$ cat src/rtl/bcd_to_led.sv
// Registered BCD-to-seven-segment decoder with selectable output polarity.
// Define BCD_TO_LED_HEX_EN to show hex glyphs A-F for codes 10-15 instead of blank.
module bcd_to_led (
    input  logic       clk,
    input  logic       rst_n,
    input  logic [3:0] number,
    input  logic       LED_TYPE,
    output logic [6:0] LED
);

    // Segment order is {a, b, c, d, e, f, g}; seg_q always holds the active-high pattern.
    logic [6:0] seg_d;
    logic [6:0] seg_q;

    always_comb begin
        // NOTE: the default assignment ahead of the case keeps this block free of inferred latches.
        seg_d = 7'b0000000;
        case (number)
            4'd0:  seg_d = 7'b1111110;
            4'd1:  seg_d = 7'b0110000;
            4'd2:  seg_d = 7'b1101101;
            4'd3:  seg_d = 7'b1111001;
            4'd4:  seg_d = 7'b0110011;
            4'd5:  seg_d = 7'b1011011;
            4'd6:  seg_d = 7'b1011111;
            4'd7:  seg_d = 7'b1110000;
            4'd8:  seg_d = 7'b1111111;
            4'd9:  seg_d = 7'b1111011;
`ifdef BCD_TO_LED_HEX_EN
            4'd10: seg_d = 7'b1110111;
            4'd11: seg_d = 7'b0011111;
            4'd12: seg_d = 7'b1001110;
            4'd13: seg_d = 7'b0111101;
            4'd14: seg_d = 7'b1001111;
            4'd15: seg_d = 7'b1000111;
`endif
            default: seg_d = 7'b0000000;
        endcase
    end

    always_ff @(posedge clk or negedge rst_n) begin
        // NOTE: non-blocking assignment so every register samples pre-edge values.
        if (!rst_n) begin
            seg_q <= 7'b0000000;
        end else begin
            seg_q <= seg_d;
        end
    end

    // Polarity sits after the register so toggling LED_TYPE takes effect immediately.
    assign LED = LED_TYPE ? seg_q : ~seg_q;

endmodule

$ cat config.mk
export PLATFORM = sky130hd
export DESIGN_NAME = bcd_to_led
export DESIGN_NICKNAME = d
export VERILOG_FILES = /design/src/rtl/bcd_to_led.sv
export SDC_FILE = /design/constraint.sdc
export NUM_CORES = 1
export LEC_CHECK = 0
export BUFFER_PORTS_ARGS = -buffer_cell sky130_fd_sc_hd__buf_2
export CAP_MARGIN = 25
export CORE_AREA = 2 2 39 41
export CTS_CLUSTER_SIZE = 28
export DETAILED_ROUTE_END_ITERATION = 8
export DIE_AREA = 0 0 41 43
export GPL_ROUTABILITY_DRIVEN = 0
export PLACE_DENSITY = 0.6
export REMOVE_ABC_BUFFERS = 1
export SYNTH_ARGS = -nofsm -noshare
export SYNTH_HDL_FRONTEND = slang
export SYNTH_SLANG_ARGS = --single-unit
$ cat constraint.sdc
create_clock -name clk -period 0.8 [get_ports clk]
set_input_delay 0.16 -clock clk [delete_from_list [all_inputs] [get_ports clk]]
set_output_delay 0.16 -clock clk [all_outputs]
set_load 0.05 [all_outputs]
# After elaboration in Yosys (flattened, before gate mapping)
# Memory sizes are Yosys's and may differ from the RTL's. A register that Yosys moved wholly into a read port is not among the register bits.
# Cells that the tools add are included.
# W data, S select, Z words.
[totals] regBits=0 rom_bits=112 input_bits=7 out_inout_bits=7 mem_count=1
[mem_list] memory="(no name shown)" depth=16 word_bits=7 read_ports=1 rd_clocked_by_memory_dff=1 write_ports=0 line_no="18" text="case (number)"
[classes] mux=1 n_bitwise=1 reduce_logical=1
[ops] op="$mux W7" count=1
[ops] op="$not A7 Y7" count=1
[ops] op="$logic_not A1 Y1" count=1

# Logic depth before layout (Yosys ltp)
# Gate-level depths: netlist (run 1).
[depth] word_depth=2 ltp_mapped=5 depth_no_buf=5

# Least setup slack after synthesis (run 1)
# OpenSTA, ideal clock, no wires.
[synth_path] path_kind="register -> output" from="register seg_q[0]" to="output LED[0]" arrival_time_ns=1.177 setup_slack_ns=-0.537 path_stages_with_launch=2 path_buffers=0 path_cell_list="dfrtp_1 -> xnor2_1"
[synth_via] elab_chain_cells=2
[synth_lines] element="from (decl)" line_no="13" text="logic [6:0] seg_q;"
[synth_lines] element="$not A7 Y7" line_no="51" text="assign LED = LED_TYPE ? seg_q : ~seg_q;"
[synth_lines] element="$mux W7 *" line_no="51"
[synth_lines] element="to (decl)" line_no="8" text="output logic [6:0] LED"
# Mark *: on every way between the ends. The rest lies on a longest branch, timed or not.

# Worst setup path after layout (run 1)
[layout_path] from="register seg_q[2]" to="output LED[2]"
# The elaborated chain is that of the path after synthesis.

==> results.toml, run 1 <==
[route]
avgViaCountPerCell = 4.06
via_count = 321
detail-route-antenna-nets = 0
drc = 0
wl_per_cell_microns = 7.47
first_iter_violations = 3
drt-total-wl_microns = 590
drt_pre_antenna_iters = 2

[timing]
finalMaxSlewViolations = 0
fin_ws_ps = -313
period_needed_ps = 1110
rsz0062_at_grt = "true"
hold_viol = 0
worstMarginPinSlew_ps = 191
slew_headroom_pct = 87.3
setup_violations = 7
fmax_mhz = 898
post-route-period-util_pct = 139

[finish]
antenna_cells = 0
layout_common_cells = "buf_4, xnor2_1, dfrtp_1"
largest_reg_flops = 7
final_common_cell = "buf_4"
syn2layout_area_growth_pct = 32.3
largest_register = "seg_q"
nets = 77
drive_gt1_share_pct = 38.1
layoutNonFillerInstCount = 79
reg_top3 = "seg_q (7)"

[logic_synthesis]
synth-xor-area-share_pct = 15.2
syn-cell-area_sq_um = 460
synthAdderAreaFrac_pct = 16.3
synth_warnings = 0
syn_inst = 43
synth_top_family_by_area = "adder cells"
synthMuxAreaShare_pct = 2.17
ys_seq_elements = 7
synth_simple_gate_area_share_pct = 4.62
syn_avg_cell_area_sq_um = 10.7
ys_types = 15
synth-compound-area-share_pct = 13.6
yosysSeqAreaShare_pct = 38.0

[floorplanning]
ios = 14
core_sq_um = 1380
start_util_pct = 33.3
die_area_sq_um = 1760
die_h_microns = 43
die_x_microns = 41
row_count = 14

[setup_path]
worstPathArrival_ps = 950
max_stage_delay_ps = 360
critPathKind = "flip-flop to output pin"
crit_path_end_kind = "output pin"
crit_fanout = 1
required_ps = 640
critPathTopFamily = "flip-flops"
crit_chain = "xnor2_1, buf_4"
critPathBufInv = 1
critPathLaunchType = "flip-flop"
critPathSlowestCell = "dfrtp_1"

[run]
drv_cap = 0

[pwr]
p_leak_nw = 0.305
powerDensity_nw_per_um2 = 1860
ir_worst_vdd_mv = 0.516

[place]
io_buffers = 13
pre_cts_slack_ps = -134
dp.cells = 74

[clock_tree]
cts_tree = "built"
cts_made_buffers = 3
h-tree-depth = 1
clkSinkCount = 7
cts-root-buf = "clkbuf_4"
clk_pin_slew_ps = 50
cts_buffer_depth = 2

[grt]
grt_pass1_wl_microns = 1060
antenna_found_initial = 0
grtUsageTotal_pct = 9.61
first_global_vias = 272
grt.overflow.total = 0
grt_max_degree = 10

[run_status]
violations = "negative setup slack"
status = "complete, but fails checks"

[min_path]
min_path_type = "input pin to flip-flop"
## Yosys cell counts
library cell,n,share of area [%]
dfrtp_1,7,38
a21o_2,1,1.9
mux2i_1,1,2.2
nand2b_4,1,3.0
inv_2,1,0.81
inv_1,4,3.3
a21oi_1,2,2.2
buf_2,1,1.1
ha_1,6,16
o21a_1,1,1.6
o22ai_1,5,6.8
o21ai_0,1,1.1
nor2_1,2,1.6
buf_6,2,4.9
xnor2_1,8,15
## per-layer routing
metal | global-route usage, % | vias to the layer above | part of all wire (%)
met3 | 1.57 | 2 | 7.1
met5 | 0 | - | 0
met4 | 14.0 | 0 | 3.2
met1 | 10.5 | 125 | 45
li1 | - | 180 | -
met2 | 12.2 | 14 | 45
## what timing repair did
| item | 4_1_cts | 5_1_grt |
|---|---|---|
| buffers inserted | 0 | 0 |
| hold buffers | 1 | 0 |
| hold endpoints to repair | 7 | 0 |
| endpoints found under the setup margin | 7 | 7 |
| gates resized for setup | 7 | 0 |
## through the flow
stage	area, sq um	total power (W)	TNS, ps	hold slack (ps)	utilization (%)
floorplan	433	0.000690	-3760	-136	-
global placement	556	0.000808	-1380	-10.1	40.1
detailed placement	556	0.000810	-1470	-8.28	40.1
CTS	609	0.00116	-2260	221	44.0
global route	609	0.00122	-2620	246	44.0
finish	609	0.00113	-2120	236	44.0
## layout make-up
type | instances | area [sq um]
inverters | 5 | 18.8
well taps | 16 | 20.0
repair buffers | 19 | 130
flip-flops and latches | 7 | 175
fillers | 134 | 774
clock buffers | 4 | 26.3
multi-input cells | 28 | 239
## worst paths after layout
path | from | to | slack (ps) | cells past startpoint
min in group asynchronous | rst_n | seg_q[5] | 270 | 2
worst max-delay path | seg_q[2] | LED[2] | -310 | 2
max in group asynchronous | rst_n | seg_q[0] | 390 | 2
worst min-delay path | number[3] | seg_q[5] | 240 | 2
## power by group
| group | switching [W] | internal, W | total (W) |
|---|---|---|---|
| registers | 0.0000120 | 0.000386 | 0.000398 |
| clock network | 0.000107 | 0.000189 | 0.000296 |
| logic | 0.000278 | 0.000160 | 0.000438 |
| total | 0.000397 | 0.000735 | 0.00113 |
## cell families after synthesis
kind of cell    Yosys count
compound gates           10
xor+xnor                  8
fa+ha+maj                 6
buf+inv                   8
flops                     7
mux                       1
simple gates              3
(Power assumes the default switching activity.)
==> run 2: changes to the inputs <==
--- a/config.mk
+++ b/config.mk
@@ -13,4 +13,5 @@
 export DIE_AREA = 0 0 41 43
 export GPL_ROUTABILITY_DRIVEN = 0
+export GPL_TIMING_DRIVEN = 1
 export PLACE_DENSITY = 0.6
 export REMOVE_ABC_BUFFERS = 1
==> constraint.sdc (replaced) <==
create_clock -name clk -period 0.8 [get_ports clk]
set_input_delay 0.16 -clock clk [delete_from_list [all_inputs] [get_ports clk]]
set_output_delay 0.16 -clock clk [all_outputs]
set_load 0.005 [all_outputs]
==> results.toml, run 2 (same netlist as run 1, synthesis figures left out) <==
[run_status]
status = "complete, but fails checks"
violations = "negative setup slack"

[route]
drc = 0
drt_pre_antenna_iters = 4
drt-total-wl_microns = 671
detail-route-antenna-nets = 0
wl_per_cell_microns = 8.39
via_count = 343
avgViaCountPerCell = 4.29
first_iter_violations = 1

[grt]
grtUsageTotal_pct = 9.81
antenna_found_initial = 0
first_global_vias = 294
grt_pass1_wl_microns = 1070
grt.overflow.total = 0
grt_max_degree = 10

[floorplanning]
die_area_sq_um = 1760
row_count = 14
die_x_microns = 41
start_util_pct = 33.3
ios = 14
die_h_microns = 43
core_sq_um = 1380

[timing]
worstMarginPinSlew_ps = 184
fin_ws_ps = -215
setup_violations = 7
hold_viol = 0
rsz0062_at_grt = "true"
fmax_mhz = 985
post-route-period-util_pct = 127
period_needed_ps = 1020
finalMaxSlewViolations = 0
slew_headroom_pct = 87.8

[pwr]
p_leak_nw = 0.303
powerDensity_nw_per_um2 = 1560
design_power_total_w = 0.000935
ir_worst_vdd_mv = 0.465

[clock_tree]
h-tree-depth = 1
cts_tree = "built"
cts_made_buffers = 3
cts-root-buf = "clkbuf_4"
cts_resized = 0
clk_pin_slew_ps = 50
cts_buffer_depth = 2
cts_setup_buffers = 0
clkSinkCount = 7

[setup_path]
max_stage_delay_ps = 370
crit_chain = "xnor2_1, buf_2"
critPathLaunchType = "flip-flop"
crit_path_end_kind = "output pin"
crit_path_start = "seg_q[0]"
critPathSlowestCell = "dfrtp_1"
critPathKind = "flip-flop to output pin"
required_ps = 640
worstPathArrival_ps = 860
crit_fanout = 1

[finish]
layoutNonFillerInstCount = 80
layout_common_cells = "buf_2, xnor2_1, dfrtp_1"
nets = 78
final_common_cell = "buf_2"
largest_reg_flops = 7
reg_top3 = "seg_q (7)"
drive_gt1_share_pct = 39.1
fillers = 142
antenna_cells = 0
fin_util_pct = 43.3
largest_register = "seg_q"
syn2layout_area_growth_pct = 30.2

[place]
io_buffers = 13
dp.cells = 75
dp_hpwl_microns = 560
pre_cts_slack_ps = -136

[min_path]
hold_start = "number[3]"
hold_depth = 2
min_path_type = "input pin to flip-flop"
min_to = "seg_q[5]"

[run]
drv_cap = 0
==> run 2: changes by cell type in the layout (fill, tap and decap cells not counted) <==
cell   before  now
buf_4      12    6
buf_2       6   13
==> run 2: repair_timing <==
action | 4_1_cts | 5_1_grt
endpoints found under the hold margin | 7 | 0
setup endpoints to repair | 7 | 7
hold buffers | 1 | 0
==> run 2: worst max path at each step <==
stage	endpoint	slack, ps	depth (start not counted)
after floorplan	seg_q[1]	60	4
after global placement	seg_q[1]	-120	5
after detailed placement	seg_q[5]	-140	4
after CTS	LED[0]	-240	2
after global routing	LED[0]	-320	2
final	LED[0]	-220	2
==> run 2: power breakdown <==
group          leakage (nW)  internal [W]  switching (W)
clock network        0.0150      0.000189       0.000110
logic                 0.204      0.000132       0.000105
registers            0.0848      0.000386      0.0000129
total                 0.303      0.000707       0.000228
==> run 2: layout make-up <==
type,count,area (sq um),area share [%]
tap,16,20.0,3.34
clock buffer,4,26.3,4.38
sequential,7,175,29.2
timing repair buffer,20,120,20.0
multi-input combinational,28,239,39.9
inverter,5,18.8,3.13
==> run 2: routing by layer <==
layer	routed length, microns	global-route usage [%]
met5	0	0
met2	326	14.1
met3	50	1.57
met4	19	14.0
met1	275	9.21
==> run 2: metrics by stage <==
step	hold WS [ps]	instance area (sq um)	setup TNS (ps)
after detailed placement	-5.05	563	-736
after floorplan	-136	433	0
after global routing	242	599	-2000
after CTS	224	599	-1570
after global placement	-7.03	563	-616
final	229	599	-1450
==> run 2: critical path: cells and delay by family, from the launching register on <==
| kind | cells | cell delay, ps |
|---|---|---|
| flip-flops | 1 | 370 |
| XOR/XNOR | 1 | 120 |
| buffers and inverters | 1 | 120 |
